--- src/rtl/game_menu_ctrl_pkg.sv ---
`default_nettype none
// ============================================================================
// Module      : game_menu_ctrl_pkg
// Description : Shared constants for the game menu controller: FSM state
//               encoding, display-source codes, speed limits and a helper
//               that applies one saturating speed step.
// Revision    : 1.0 - initial release
// ============================================================================
package game_menu_ctrl_pkg;

  // FSM state encoding (also visible on state_o)
  localparam logic [2:0] c_ST_MENU   = 3'd0;
  localparam logic [2:0] c_ST_LAUNCH = 3'd1;
  localparam logic [2:0] c_ST_PLAY1  = 3'd2;
  localparam logic [2:0] c_ST_PLAY2  = 3'd3;
  localparam logic [2:0] c_ST_RETURN = 3'd4;

  // vgaMUX source codes
  localparam logic [1:0] c_VGA_BG    = 2'd0;
  localparam logic [1:0] c_VGA_GAME1 = 2'd1;
  localparam logic [1:0] c_VGA_GAME2 = 2'd2;

  // speedcontrol saturation limits
  localparam logic [3:0] c_SPEED_MIN = 4'd1;
  localparam logic [3:0] c_SPEED_MAX = 4'd15;

  // One saturating speed step; opposing requests cancel out.
  function automatic logic [3:0] speed_step(input logic [3:0] cur,
                                            input logic       inc,
                                            input logic       dec);
    logic [3:0] nxt;
    nxt = cur;
    if (inc && !dec && (cur != c_SPEED_MAX)) begin
      nxt = cur + 4'd1;
    end else if (dec && !inc && (cur != c_SPEED_MIN)) begin
      nxt = cur - 4'd1;
    end
    return nxt;
  endfunction

endpackage
`default_nettype wire

--- src/rtl/game_menu_ctrl_btn_edge.sv ---
`default_nettype none
// ============================================================================
// Module      : btn_edge
// Description : 1-bit rising-edge detector. The history register samples the
//               level every cycle, so a held level produces one pulse only.
// Ports       : clk     - clock
//               rst_n   - asynchronous active-low reset (clears history)
//               i_level - debounced level input, active-high
//               o_rise  - high while level is 1 and previous sample was 0
// Revision    : 1.0 - initial release
// ============================================================================
module btn_edge (
  input  logic clk,
  input  logic rst_n,
  input  logic i_level,
  output logic o_rise
);

  logic r_prev;

  always_ff @(posedge clk or negedge rst_n) begin
    if (!rst_n) begin
      r_prev <= 1'b0;
    end else begin
      r_prev <= i_level;
    end
  end

  assign o_rise = i_level & ~r_prev;

endmodule
`default_nettype wire

--- src/rtl/game_menu_ctrl.sv ---
`default_nettype none
// ============================================================================
// Module      : game_menu_ctrl
// Description : Menu/launch controller for a two-game console. Moves a cursor
//               and a speed setting in the menu, holds the games in reset for
//               RST_CYCLES cycles on launch, routes the selected game to the
//               display and returns to the menu on exit once all inputs are
//               released. All outputs are registered.
// Ports       : sys_clk, sys_rst_n          - clock, async active-low reset
//               button_up/down/left/right   - cursor / speed buttons (levels)
//               start_in                    - confirm button (level)
//               exit                        - exit request (level)
//               vgaMUX[1:0]                 - display source (0 bg, 1/2 game)
//               choice[1:0]                 - menu cursor (0 game1, 1 game2)
//               gamein_rst                  - active-high reset to the games
//               speedcontrol[3:0]           - game speed, 1..15
//               state_o[2:0]                - current FSM state (debug)
// Revision    : 1.0 - initial release
// ============================================================================
module game_menu_ctrl
  import game_menu_ctrl_pkg::*;
#(
  parameter int unsigned RST_CYCLES  = 16,
  parameter int unsigned SPEED_RESET = 8
) (
  input  logic       sys_clk,
  input  logic       sys_rst_n,
  input  logic       button_up,
  input  logic       button_down,
  input  logic       button_left,
  input  logic       button_right,
  input  logic       start_in,
  input  logic       exit,
  output logic [1:0] vgaMUX,
  output logic [1:0] choice,
  output logic       gamein_rst,
  output logic [3:0] speedcontrol,
  output logic [2:0] state_o
);

  localparam int         c_N_IN     = 6;
  localparam int         c_IDX_UP   = 0;
  localparam int         c_IDX_DN   = 1;
  localparam int         c_IDX_LT   = 2;
  localparam int         c_IDX_RT   = 3;
  localparam int         c_IDX_ST   = 4;
  localparam int         c_IDX_EX   = 5;
  localparam logic [15:0] c_CNT_LAST = 16'(RST_CYCLES - 1);
  localparam logic [3:0]  c_SPEED_RST = 4'(SPEED_RESET);

  logic [c_N_IN-1:0] w_level;
  logic [c_N_IN-1:0] w_rise;

  assign w_level = {exit, start_in, button_right, button_left, button_down, button_up};

  for (genvar gi = 0; gi < c_N_IN; gi++) begin : g_edge
    btn_edge u_edge (
      .clk     (sys_clk),
      .rst_n   (sys_rst_n),
      .i_level (w_level[gi]),
      .o_rise  (w_rise[gi])
    );
  end

  // Registered state and outputs
  logic [2:0]  r_state;
  logic [15:0] r_cnt;
  logic        r_target;   // 0 = game 1, 1 = game 2
  logic [1:0]  r_choice;
  logic [3:0]  r_speed;
  logic [1:0]  r_vga;
  logic        r_gamein_rst;

  logic [2:0]  w_state_nxt;
  logic [15:0] w_cnt_nxt;
  logic        w_target_nxt;
  logic [1:0]  w_choice_nxt;
  logic [3:0]  w_speed_nxt;
  logic [1:0]  w_vga_nxt;
  logic        w_gamein_rst_nxt;

  always_comb begin
    w_state_nxt  = r_state;
    w_cnt_nxt    = r_cnt;
    w_target_nxt = r_target;
    w_choice_nxt = r_choice;
    w_speed_nxt  = r_speed;

    case (r_state)
      c_ST_MENU: begin
        // Speed adjusts in the menu regardless of a simultaneous start.
        w_speed_nxt = speed_step(r_speed, w_rise[c_IDX_RT], w_rise[c_IDX_LT]);
        if (w_rise[c_IDX_ST]) begin
          // Launch with the cursor as it stands; a same-cycle cursor edge is dropped.
          w_state_nxt  = c_ST_LAUNCH;
          w_target_nxt = r_choice[0];
          w_cnt_nxt    = 16'd0;
        end else if (w_rise[c_IDX_UP] ^ w_rise[c_IDX_DN]) begin
          // With two entries, wrap-around up and down both toggle the cursor.
          w_choice_nxt = (r_choice == 2'd0) ? 2'd1 : 2'd0;
        end
      end
      c_ST_LAUNCH: begin
        if (w_rise[c_IDX_EX]) begin
          w_state_nxt = c_ST_RETURN;
          w_cnt_nxt   = 16'd0;
        end else if (r_cnt == c_CNT_LAST) begin
          w_state_nxt = r_target ? c_ST_PLAY2 : c_ST_PLAY1;
          w_cnt_nxt   = 16'd0;
        end else begin
          w_cnt_nxt = r_cnt + 16'd1;
        end
      end
      c_ST_PLAY1, c_ST_PLAY2: begin
        if (w_rise[c_IDX_EX]) begin
          w_state_nxt = c_ST_RETURN;
        end
      end
      c_ST_RETURN: begin
        // Wait for every input to be released so nothing carries into the menu.
        if (w_level == '0) begin
          w_state_nxt = c_ST_MENU;
        end
      end
      default: begin
        w_state_nxt = c_ST_MENU;
        w_cnt_nxt   = 16'd0;
      end
    endcase

    // Outputs are decoded from the next state so they land in the same edge.
    case (w_state_nxt)
      c_ST_LAUNCH: begin
        w_vga_nxt        = w_target_nxt ? c_VGA_GAME2 : c_VGA_GAME1;
        w_gamein_rst_nxt = 1'b1;
      end
      c_ST_PLAY1: begin
        w_vga_nxt        = c_VGA_GAME1;
        w_gamein_rst_nxt = 1'b0;
      end
      c_ST_PLAY2: begin
        w_vga_nxt        = c_VGA_GAME2;
        w_gamein_rst_nxt = 1'b0;
      end
      default: begin
        w_vga_nxt        = c_VGA_BG;
        w_gamein_rst_nxt = 1'b1;
      end
    endcase
  end

  always_ff @(posedge sys_clk or negedge sys_rst_n) begin
    if (!sys_rst_n) begin
      r_state      <= c_ST_MENU;
      r_cnt        <= 16'd0;
      r_target     <= 1'b0;
      r_choice     <= 2'd0;
      r_speed      <= c_SPEED_RST;
      r_vga        <= c_VGA_BG;
      r_gamein_rst <= 1'b1;
    end else begin
      r_state      <= w_state_nxt;
      r_cnt        <= w_cnt_nxt;
      r_target     <= w_target_nxt;
      r_choice     <= w_choice_nxt;
      r_speed      <= w_speed_nxt;
      r_vga        <= w_vga_nxt;
      r_gamein_rst <= w_gamein_rst_nxt;
    end
  end

  assign vgaMUX       = r_vga;
  assign choice       = r_choice;
  assign gamein_rst   = r_gamein_rst;
  assign speedcontrol = r_speed;
  assign state_o      = r_state;

endmodule
`default_nettype wire

--- config.mk ---
export PLATFORM = sky130hd
export DESIGN_NAME = game_menu_ctrl
export DESIGN_NICKNAME = d
export VERILOG_FILES = /design/src/rtl/game_menu_ctrl_pkg.sv /design/src/rtl/game_menu_ctrl_btn_edge.sv /design/src/rtl/game_menu_ctrl.sv
export SDC_FILE = /design/constraint.sdc
export NUM_CORES = 1
export LEC_CHECK = 0
export BUFFER_PORTS_ARGS = -buffer_cell sky130_fd_sc_hd__buf_2
export CORE_ASPECT_RATIO = 0.5
export CORE_MARGIN = 2
export CORE_UTILIZATION = 45
export CTS_BUF_LIST = sky130_fd_sc_hd__clkbuf_16
export DETAILED_ROUTE_END_ITERATION = 12
export PLACE_DENSITY_LB_ADDON = 0.05
export RECOVER_POWER = 50
export SKIP_LAST_GASP = 1
export SYNTH_ARGS = -nofsm -noshare
export SYNTH_HDL_FRONTEND = slang
export SYNTH_SLANG_ARGS = --single-unit
--- constraint.sdc ---
create_clock -name sys_clk -period 2.22 [get_ports sys_clk]
set_input_delay 0.333 -clock sys_clk [delete_from_list [all_inputs] [get_ports sys_clk]]
set_output_delay 0.333 -clock sys_clk [all_outputs]
set_load 0.02 [all_outputs]
==> results.sh, run 1 <==
export IMPL_htreeDepth=2
export IMPL_finalSetupTns_ns=0
export IMPL_p_leak_uw=0.000895
export IMPL_drt_initial_drc_count=47
export IMPL_grt_pass1_vias=1257
export IMPL_timing_slew_headroom_pct=-20.1
export IMPL_ys_seq_elements=34
export IMPL_antenna_found_initial=0
export IMPL_post_drt_via_cell_ratio=5.44
export IMPL_cts_tree="yes"
export IMPL_routed_wl_um=3530
export IMPL_crit_required_ns=2.43
export IMPL_port_buffers=18
export IMPL_synth_nets=191
export IMPL_io_pins=20
export IMPL_post_cts_repair_setup_buffers=0
export IMPL_ys_warn_count=0
export IMPL_fp_dieH_um=48.0
export IMPL_fp_row_count=15
export IMPL_cts_resized_gates=0
export IMPL_clockBufferDepth=2
export IMPL_synth_area_leaders="dfrtp_1, nand2_1, xnor2_1, nand3_1, o21ai_0"
export IMPL_hold_buffers=0
export IMPL_fin_util_pct=58.1
export IMPL_die_w_um=92.1
export IMPL_cts_buffers=5
export IMPL_hpwl_um=2560
export IMPL_seq_area_frac_synth_pct=48.9
export IMPL_synth_avg_cell_area_um2=9.75
export IMPL_final_hold_violation_count=0
export IMPL_yosysTopAreaCellShare_pct=45.9
export IMPL_cpMaxStageDelayCell="or4_1"
export IMPL_syn_instance_count=179
export IMPL_power_density_nw_per_um2=1170
export IMPL_grt_max_degree=35
export IMPL_cpPeakStageDelay_ns=0.47
export IMPL_num_antenna_cells=0
export IMPL_async_flop_share_pct=100
export IMPL_dieArea_um2=4420
export IMPL_worst_setup_path_end_kind="flop"
export IMPL_finalPower_uw=2420
export IMPL_cp_buffers_inverters=0
export IMPL_synth_cell_area_um2=1750
export IMPL_drive_above_1_share_pct=16.5
export IMPL_crit_fanout=6
export IMPL_yosys_area_top_type="dfrtp_1"
export IMPL_syn2layout_area_growth_pct=18.8
export IMPL_maxCapViolCount=1
export IMPL_num_vias=1397
export IMPL_tightest_slew_ns=1.80
export IMPL_fp_coreArea_um2=3570
export IMPL_min_path_type="in -> reg"
export IMPL_max_freq_ghz=0.479
export IMPL_synth_common_cells="dfrtp_1, nand2_1, nand3_1, o21ai_0, inv_1"
export IMPL_root_buffer="clkbuf_16"
export IMPL_vdd_ir_drop_max_mv=0.703
export IMPL_layout_min_cycle_time_ns=2.09
export IMPL_overflow=0
export IMPL_synth_edf_count=0
export IMPL_ant_nets=0
export IMPL_rsz0062_at_grt="no"
export IMPL_post_drt_wl_per_cell_um=13.7
export IMPL_clock_skew_ns=0.00523
export IMPL_cp_top_family="simple AND/OR/NAND/NOR gates"
export IMPL_drtPass1Iterations=4
export IMPL_preCtsSetupSlack_ns=0.152
export IMPL_synth_ff_type="dfrtp_1"
export IMPL_setup_viol=0
export IMPL_nets=217
export IMPL_status="finished, violations left"
export IMPL_setup_slack_ns=0.131
export IMPL_path_cells="ha_1 -> and3_1 -> and4_1 -> or2_4 -> or4_1 -> nand3_1"
export IMPL_arrival_ns=2.30
export IMPL_start_kind="flop"
export IMPL_start_util_pct=48.9
export IMPL_clkSinkCount=34
export IMPL_clk_latency_ns=0.28
export IMPL_synth_distinct_cells=45
export IMPL_period_share_pct=94.1
export IMPL_place_congestion=0.792
export IMPL_grt_usage_pct=17.6
export IMPL_violations="max-capacitance violations, max-slew violations"
export IMPL_remaining_drc_errors=0
export IMPL_synthMostInstantiatedCell="dfrtp_1"
export IMPL_clk_pin_slew_ns=0.06
export IMPL_grt_pass1_wl_um=5750
export IMPL_path_class="reg -> reg"
export IMPL_slew_violations=35
-- routing by layer --
metal | GRT usage [%] | share of wire [%] | vias up
met5 | 0 | 0 | -
met4 | 6.57 | 0.68 | 0
met2 | 28.7 | 44 | 26
li1 | - | - | 693
met3 | 5.98 | 4.6 | 4
met1 | 22.6 | 51 | 674
-- cells by family (layout without fill, tap and decap cells) --
logic type               count (synthesis)  in the layout  share of synthesized area (%)
AO/OA/AOI/OAI                           36             36                           13.0
XOR/XNOR                                 8              8                           4.01
adder cells (fa/ha/maj)                  4              4                           2.87
buffers and inverters                   14             41                           3.80
flip-flops                              34             34                           48.9
multiplexers                             4              4                           2.29
other                                    1              1                          0.215
AND/OR/NAND/NOR                         78             78                           24.9
-- cell type report --
| type | instances | area, um^2 |
|---|---|---|
| Multi-Input combinational cell | 131 | 826 |
| Timing Repair Buffer | 24 | 126 |
| Clock buffer | 5 | 125 |
| Tap cell | 51 | 63.8 |
| Inverter | 9 | 33.8 |
| Clock inverter | 3 | 45.0 |
| Fill cell | 317 | 1490 |
| Sequential cell | 34 | 853 |
-- report_power, final --
group	internal, uW	total [uW]	leakage (uW)	switching [uW]
Clock	528	786	0.0000760	258
Combinational	313	776	0.000381	463
Sequential	738	863	0.000438	125
-- cell usage in the layout (no fill, tap or decap), types with 6 or more instances in the layout --
cell / instances
dfrtp_1: 32
a21oi_1: 8
buf_4: 6
inv_1: 9
nor2_1: 8
xnor2_1: 7
nand2_1: 18
clkbuf_1: 7
buf_2: 11
nand3_1: 12
o21ai_0: 12
-- per-stage QoR --
stage                     hold WS [ns]  instance area [um^2]  cells
after floorplan                 0.0374                  1750    179
after detailed placement         0.446                  1910    249
final                            0.198                  2070    257
after global routing             0.187                  2070    257
after global placement           0.439                  1910    249
after CTS                        0.152                  2080    257
-- path summary, 6_finish.rpt --
check                        startpoint                      end  slack (ns)  cells after the start
setup / recovery               r_cnt[0]                r_cnt[11]        0.13                      6
hold / removal             button_right  g_edge[3].u_edge.r_prev        0.20                      1
setup reg to reg               r_cnt[0]                r_cnt[11]        0.13                      6
hold reg to reg                r_target                 r_target        0.51                      2
max in group asynchronous     sys_rst_n          speedcontrol[0]        0.64                      1
min in group asynchronous     sys_rst_n                 r_cnt[4]        0.54                      1
-- registers in the layout, summed over array words and instances, names as in the netlist --
name                  cells
r_cnt                    16
vgaMUX                    2
r_target                  1
state_o                   3
gamein_rst                1
g_edge.u_edge.r_prev      6
speedcontrol              4
choice                    1
(Power assumes the default switching activity.)
==> inputs of run 2 (changes only) <==
--- a/config.mk
+++ b/config.mk
@@ -8,7 +8,7 @@
 export BUFFER_PORTS_ARGS = -buffer_cell sky130_fd_sc_hd__buf_2
 export CORE_ASPECT_RATIO = 0.5
 export CORE_MARGIN = 2
-export CORE_UTILIZATION = 45
+export CORE_UTILIZATION = 32
 export CTS_BUF_LIST = sky130_fd_sc_hd__clkbuf_16
 export DETAILED_ROUTE_END_ITERATION = 12
 export PLACE_DENSITY_LB_ADDON = 0.05
==> results.sh, run 2 (synthesis gave the netlist of run 1 again) <==
export IMPL_status="finished, violations left"
export IMPL_violations="max-capacitance violations, max-slew violations"
export IMPL_hold_buffers=0
export IMPL_grt_usage_pct=14.3
export IMPL_p_leak_uw=0.000887
export IMPL_post_cts_repair_setup_buffers=0
export IMPL_overflow=0
export IMPL_use_met1_pct=20.0
export IMPL_finalSetupTns_ns=0
export IMPL_crit_required_ns=2.43
export IMPL_layout_min_cycle_time_ns=2.07
export IMPL_arrival_ns=2.28
export IMPL_grt_pass1_vias=1418
export IMPL_hpwl_um=2820
export IMPL_dieArea_um2=6100
export IMPL_setup_viol=0
export IMPL_start_kind="flop"
export IMPL_crit_fanout=6
export IMPL_cp_buffers_inverters=0
export IMPL_drtPass1Iterations=4
export IMPL_cts_buffers=5
export IMPL_path_cells="ha_1 -> and3_1 -> and4_1 -> or2_4 -> or4_1 -> nand3_1"
export IMPL_final_hold_violation_count=0
export IMPL_clk_latency_ns=0.27
export IMPL_rsz0062_at_grt="no"
export IMPL_setup_slack_ns=0.146
export IMPL_port_buffers=18
export IMPL_cpMaxStageDelayCell="or4_1"
export IMPL_period_share_pct=93.4
export IMPL_drive_above_1_share_pct=15.1
export IMPL_start_util_pct=34.3
export IMPL_preCtsSetupSlack_ns=0.163
export IMPL_routed_wl_um=3930
export IMPL_clk_pin_slew_ns=0.05
export IMPL_grtUsageMet3_pct=4.45
export IMPL_htreeDepth=2
export IMPL_syn2layout_area_growth_pct=17.8
export IMPL_ant_nets=0
export IMPL_die_w_um=108
export IMPL_path_class="reg -> reg"
export IMPL_drt_initial_drc_count=24
export IMPL_cts_tree="yes"
export IMPL_grt_busiest_layer="met2"
export IMPL_top_register="r_cnt"
export IMPL_grt_pass1_wl_um=7000
export IMPL_final_cell_mix="dfrtp_1, nand2_1, o21ai_0, nand3_1, buf_2"
export IMPL_largest_register_ffs=16
export IMPL_vdd_ir_drop_max_mv=0.666
export IMPL_clkSinkCount=34
export IMPL_tightest_slew_ns=1.86
export IMPL_max_freq_ghz=0.482
export IMPL_clock_skew_ns=0.00455
export IMPL_grt_max_degree=35
export IMPL_num_vias=1371
export IMPL_worst_setup_path_end_kind="flop"
export IMPL_power_density_nw_per_um2=1110
export IMPL_cts_resized_gates=0
export IMPL_min_path_type="in -> reg"
export IMPL_final_common_cell="dfrtp_1"
export IMPL_remaining_drc_errors=0
export IMPL_stdcell_area_um2=2060
export IMPL_clockBufferDepth=2
export IMPL_fp_coreArea_um2=5090
export IMPL_root_buffer="clkbuf_16"
export IMPL_slew_violations=35
export IMPL_num_antenna_cells=0
export IMPL_antenna_found_initial=0
export IMPL_met2_usage_pct=22.5
export IMPL_place_congestion=0.743
export IMPL_io_pins=20
export IMPL_maxCapViolCount=1
export IMPL_fp_row_count=18
export IMPL_timing_slew_headroom_pct=-23.8
export IMPL_cpPeakStageDelay_ns=0.46
export IMPL_nets=216
export IMPL_post_drt_via_cell_ratio=4.99
export IMPL_placed_cell_area_um2=1930
export IMPL_cp_top_family="simple AND/OR/NAND/NOR gates"
export IMPL_fp_dieH_um=56.2
export IMPL_post_drt_wl_per_cell_um=14.3
==> run 2: where the power goes <==
part           internal, uW  switching (uW)
logic                   302             467
clock network           405             248
registers               738             125
==> run 2: worst reg2reg max path, stage by stage, from the launching register on <==
cell and delay [ns]:
dfrtp_1 0.42, ha_1 0.26, and3_1 0.22, and4_1 0.26
or2_4 0.30, or4_1 0.46, nand3_1 0.09
==> run 2: per-layer routing <==
layer	up-vias	share of wire [%]
li1	684	-
met3	0	3.8
met5	-	0
met1	664	52
met4	0	0
met2	23	44
==> run 2: worst paths after layout <==
path | from | endpoint | slack [ns] | cells past startpoint
worst max-delay path | r_cnt[0] | r_cnt[11] | 0.15 | 6
max in group asynchronous | sys_rst_n | vgaMUX[0] | 0.59 | 1
worst max register to register | r_cnt[0] | r_cnt[11] | 0.15 | 6
min in group asynchronous | sys_rst_n | r_cnt[14] | 0.56 | 1
worst min-delay path | button_left | g_edge[2].u_edge.r_prev | 0.20 | 1
worst min register to register | r_target | r_target | 0.48 | 2
==> run 2: through the flow <==
| step | hold WS (ns) | instances | total power (uW) | utilization [%] |
|---|---|---|---|---|
| final | 0.198 | 275 | 2290 | 40.4 |
| after global routing | 0.198 | 275 | 2460 | 40.4 |
| after CTS | 0.169 | 275 | 2310 | 40.6 |
| after detailed placement | 0.459 | 267 | 1650 | 37.9 |
| after global placement | 0.456 | 267 | 1650 | 37.9 |
| after floorplan | 0.0374 | 179 | 1400 | - |
==> run 2: area by class of cell <==
cell class | count | area (um^2)
clock inverter | 3 | 12.5
fill | 526 | 3030
clock buffer | 5 | 125
tap | 70 | 87.6
inverter | 9 | 33.8
timing repair buffer | 23 | 119
multi-input combinational | 131 | 826
sequential | 34 | 853
==> inputs of run 3 (changes only) <==
--- a/config.mk
+++ b/config.mk
@@ -16,4 +16,5 @@
 export SKIP_LAST_GASP = 1
 export SYNTH_ARGS = -nofsm -noshare
 export SYNTH_HDL_FRONTEND = slang
+export SYNTH_HIERARCHICAL = 1
 export SYNTH_SLANG_ARGS = --single-unit
==> results.sh, run 3 <==
export IMPL_status="finished, violations left"
export IMPL_violations="max-capacitance violations, max-slew violations"
export IMPL_root_buffer="clkbuf_16"
export IMPL_worst_setup_path_end_kind="flop"
export IMPL_p_switching_uw=935
export IMPL_regArea_um2=853
export IMPL_max_freq_ghz=0.517
export IMPL_fp_coreArea_um2=5660
export IMPL_synth_ff_type="dfrtp_1"
export IMPL_tightest_slew_ns=1.85
export IMPL_rsz0062_at_grt="no"
export IMPL_muxShareOfSynthArea_pct=1.62
export IMPL_final_common_cell="dfrtp_1"
export IMPL_routed_wl_um=4380
export IMPL_path_class="reg -> reg"
export IMPL_synthAdderAreaFrac_pct=2.59
export IMPL_clockBufferDepth=2
export IMPL_p_leak_uw=0.000962
export IMPL_combPwrFrac_pct=36.3
export IMPL_ys_warn_count=6
export IMPL_final_cell_mix="dfrtp_1, nand2_1, buf_2"
export IMPL_power_density_nw_per_um2=1100
export IMPL_drive_above_1_share_pct=19.4
export IMPL_hold_buffers=0
export IMPL_synthXorXnorAreaFrac_pct=3.17
export IMPL_period_share_pct=87.2
export IMPL_largest_register_ffs=16
export IMPL_slew_violations=35
export IMPL_vdd_ir_drop_max_mv=0.499
export IMPL_overflow=0
export IMPL_multiInputGateArea_um2=1010
export IMPL_syn_instance_count=195
export IMPL_synth_common_cells="dfrtp_1, nand2_1, nand3_1, nor2_1, a22o_1"
export IMPL_yosys_area_top_type="dfrtp_1"
export IMPL_crit_required_ns=2.38
export IMPL_fp_dieH_um=58.9
export IMPL_post_drt_wl_per_cell_um=15.1
export IMPL_maxCapViolCount=1
export IMPL_io_pins=20
export IMPL_start_kind="flop"
export IMPL_cts_buffers=5
export IMPL_clk_pin_slew_ns=0.05
export IMPL_grt_pass1_vias=1603
export IMPL_antenna_found_initial=0
export IMPL_port_buffers=18
export IMPL_placed_cell_area_um2=2100
export IMPL_finalSetupTns_ns=0
export IMPL_clkSinkCount=34
export IMPL_switching_share_pct=38.1
export IMPL_p_int_uw=1520
export IMPL_synth_cell_area_um2=1930
export IMPL_arrival_ns=2.10
export IMPL_cts_tree="yes"
export IMPL_async_flop_share_pct=100
export IMPL_nets=228
export IMPL_min_path_type="in -> reg"
export IMPL_clk_latency_ns=0.27
export IMPL_setup_slack_ns=0.284
export IMPL_die_w_um=114
export IMPL_drtPass1Iterations=4
export IMPL_synth_distinct_cells=55
export IMPL_place_congestion=0.903
export IMPL_ys_seq_elements=34
export IMPL_synth_compound_area_share_pct=16.6
export IMPL_fp_row_count=19
export IMPL_synth_area_leaders="dfrtp_1, nor2b_4, a22o_1, nand2_1, dfstp_2"
export IMPL_setup_viol=0
export IMPL_synth_edf_count=0
export IMPL_synth_nets=207
export IMPL_synth_top_family_by_area="simple AND/OR/NAND/NOR gates"
export IMPL_post_cts_repair_setup_buffers=0
export IMPL_preCtsSetupSlack_ns=0.330
export IMPL_final_hold_violation_count=0
export IMPL_post_drt_via_cell_ratio=5.45
export IMPL_yosys_area_share_simple_pct=28.2
export IMPL_grt_usage_pct=14.8
export IMPL_p_clk_share_pct=26.3
export IMPL_crit_fanout=6
export IMPL_yosysTopAreaCellShare_pct=41.5
export IMPL_top_register="r_cnt"
export IMPL_p_seq_share_pct=37.3
export IMPL_start_util_pct=34.1
export IMPL_timing_slew_headroom_pct=-23.6
export IMPL_cts_resized_gates=0
export IMPL_grt_pass1_wl_um=7760
export IMPL_layout_min_cycle_time_ns=1.94
export IMPL_fillers=577
export IMPL_seq_area_frac_synth_pct=44.2
export IMPL_grt_max_degree=35
export IMPL_dieArea_um2=6710
export IMPL_remaining_drc_errors=0
export IMPL_syn2layout_area_growth_pct=15.6
export IMPL_htreeDepth=2
export IMPL_stdcell_area_um2=2230
export IMPL_clock_skew_ns=0.00332
export IMPL_synthMostInstantiatedCell="dfrtp_1"
export IMPL_ant_nets=0
export IMPL_num_antenna_cells=0
export IMPL_num_vias=1580
export IMPL_synth_avg_cell_area_um2=9.91
export IMPL_drt_initial_drc_count=61
export IMPL_hpwl_um=3090
## run 3: changes by cell type after synthesis, moves of 3 or more
cell,delta
o21ai_0,-5
a31oi_1,+6
xor2_1,+3
or4_1,+3
and3_1,-4
xnor2_1,-4
inv_1,-4
a22o_1,+7
a31o_2,+4
a21oi_1,-4
nor2b_4,+6
## run 3: kinds of logic after synthesis
logic type,Yosys count
AND/OR/NAND/NOR,88
AO/OA/AOI/OAI,44
flip-flops,34
buffers and inverters,14
XOR/XNOR,7
adder cells (fa/ha/maj),4
multiplexers,3
other,1
## run 3: routing by layer
layer	GRT usage, %	routed length [um]
met2	23.7	2040
met4	5.05	38
met1	19.8	2150
met3	4.22	157
met5	0	0
## run 3: cell type report
type,instances,area share (%)
multi-input combinational,147,45.4
sequential,34,38.2
clock buffer,5,5.60
timing repair buffer,23,5.32
tap,73,4.09
inverter,5,0.840
clock inverter,3,0.560
## run 3: per-stage QoR
step	utilization, %	hold slack (ns)	power [uW]	instances
2_1_floorplan	-	0.0374	1540	195
3_3_place_gp	37.2	0.470	1830	282
3_5_place_dp	37.2	0.469	1820	282
4_1_cts	39.6	0.177	2480	290
5_1_grt	39.5	0.207	2640	290
6_report	39.5	0.208	2460	290
## run 3: power by group through the flow
stage	clock network (uW)	registers (uW)	logic, uW
2_1_floorplan	0	983	560
3_3_place_gp	0	921	905
3_5_place_dp	0	923	898
4_1_cts	668	914	899
5_1_grt	702	945	995
6_report	647	917	892
## run 3: path summary, 6_finish.rpt
check	end	slack [ns]	cells after the start	start
min reg2reg	r_cnt[14]	0.55	1	r_cnt[14]
max	r_cnt[9]	0.28	6	r_cnt[0]
min in group asynchronous	r_cnt[9]	0.57	1	sys_rst_n
max in group asynchronous	g_edge[0].u_edge/r_prev	0.59	1	sys_rst_n
min	g_edge[0].u_edge/r_prev	0.21	1	button_up
max reg2reg	r_cnt[9]	0.28	6	r_cnt[0]
## run 3: critical path, cell delays in order, from the launching register on
cell and delay [ns]:
dfrtp_1 0.42, ha_1 0.24, and3_1 0.28, nand4_1 0.24, buf_4 0.24, a31o_2 0.20
a22o_1 0.22
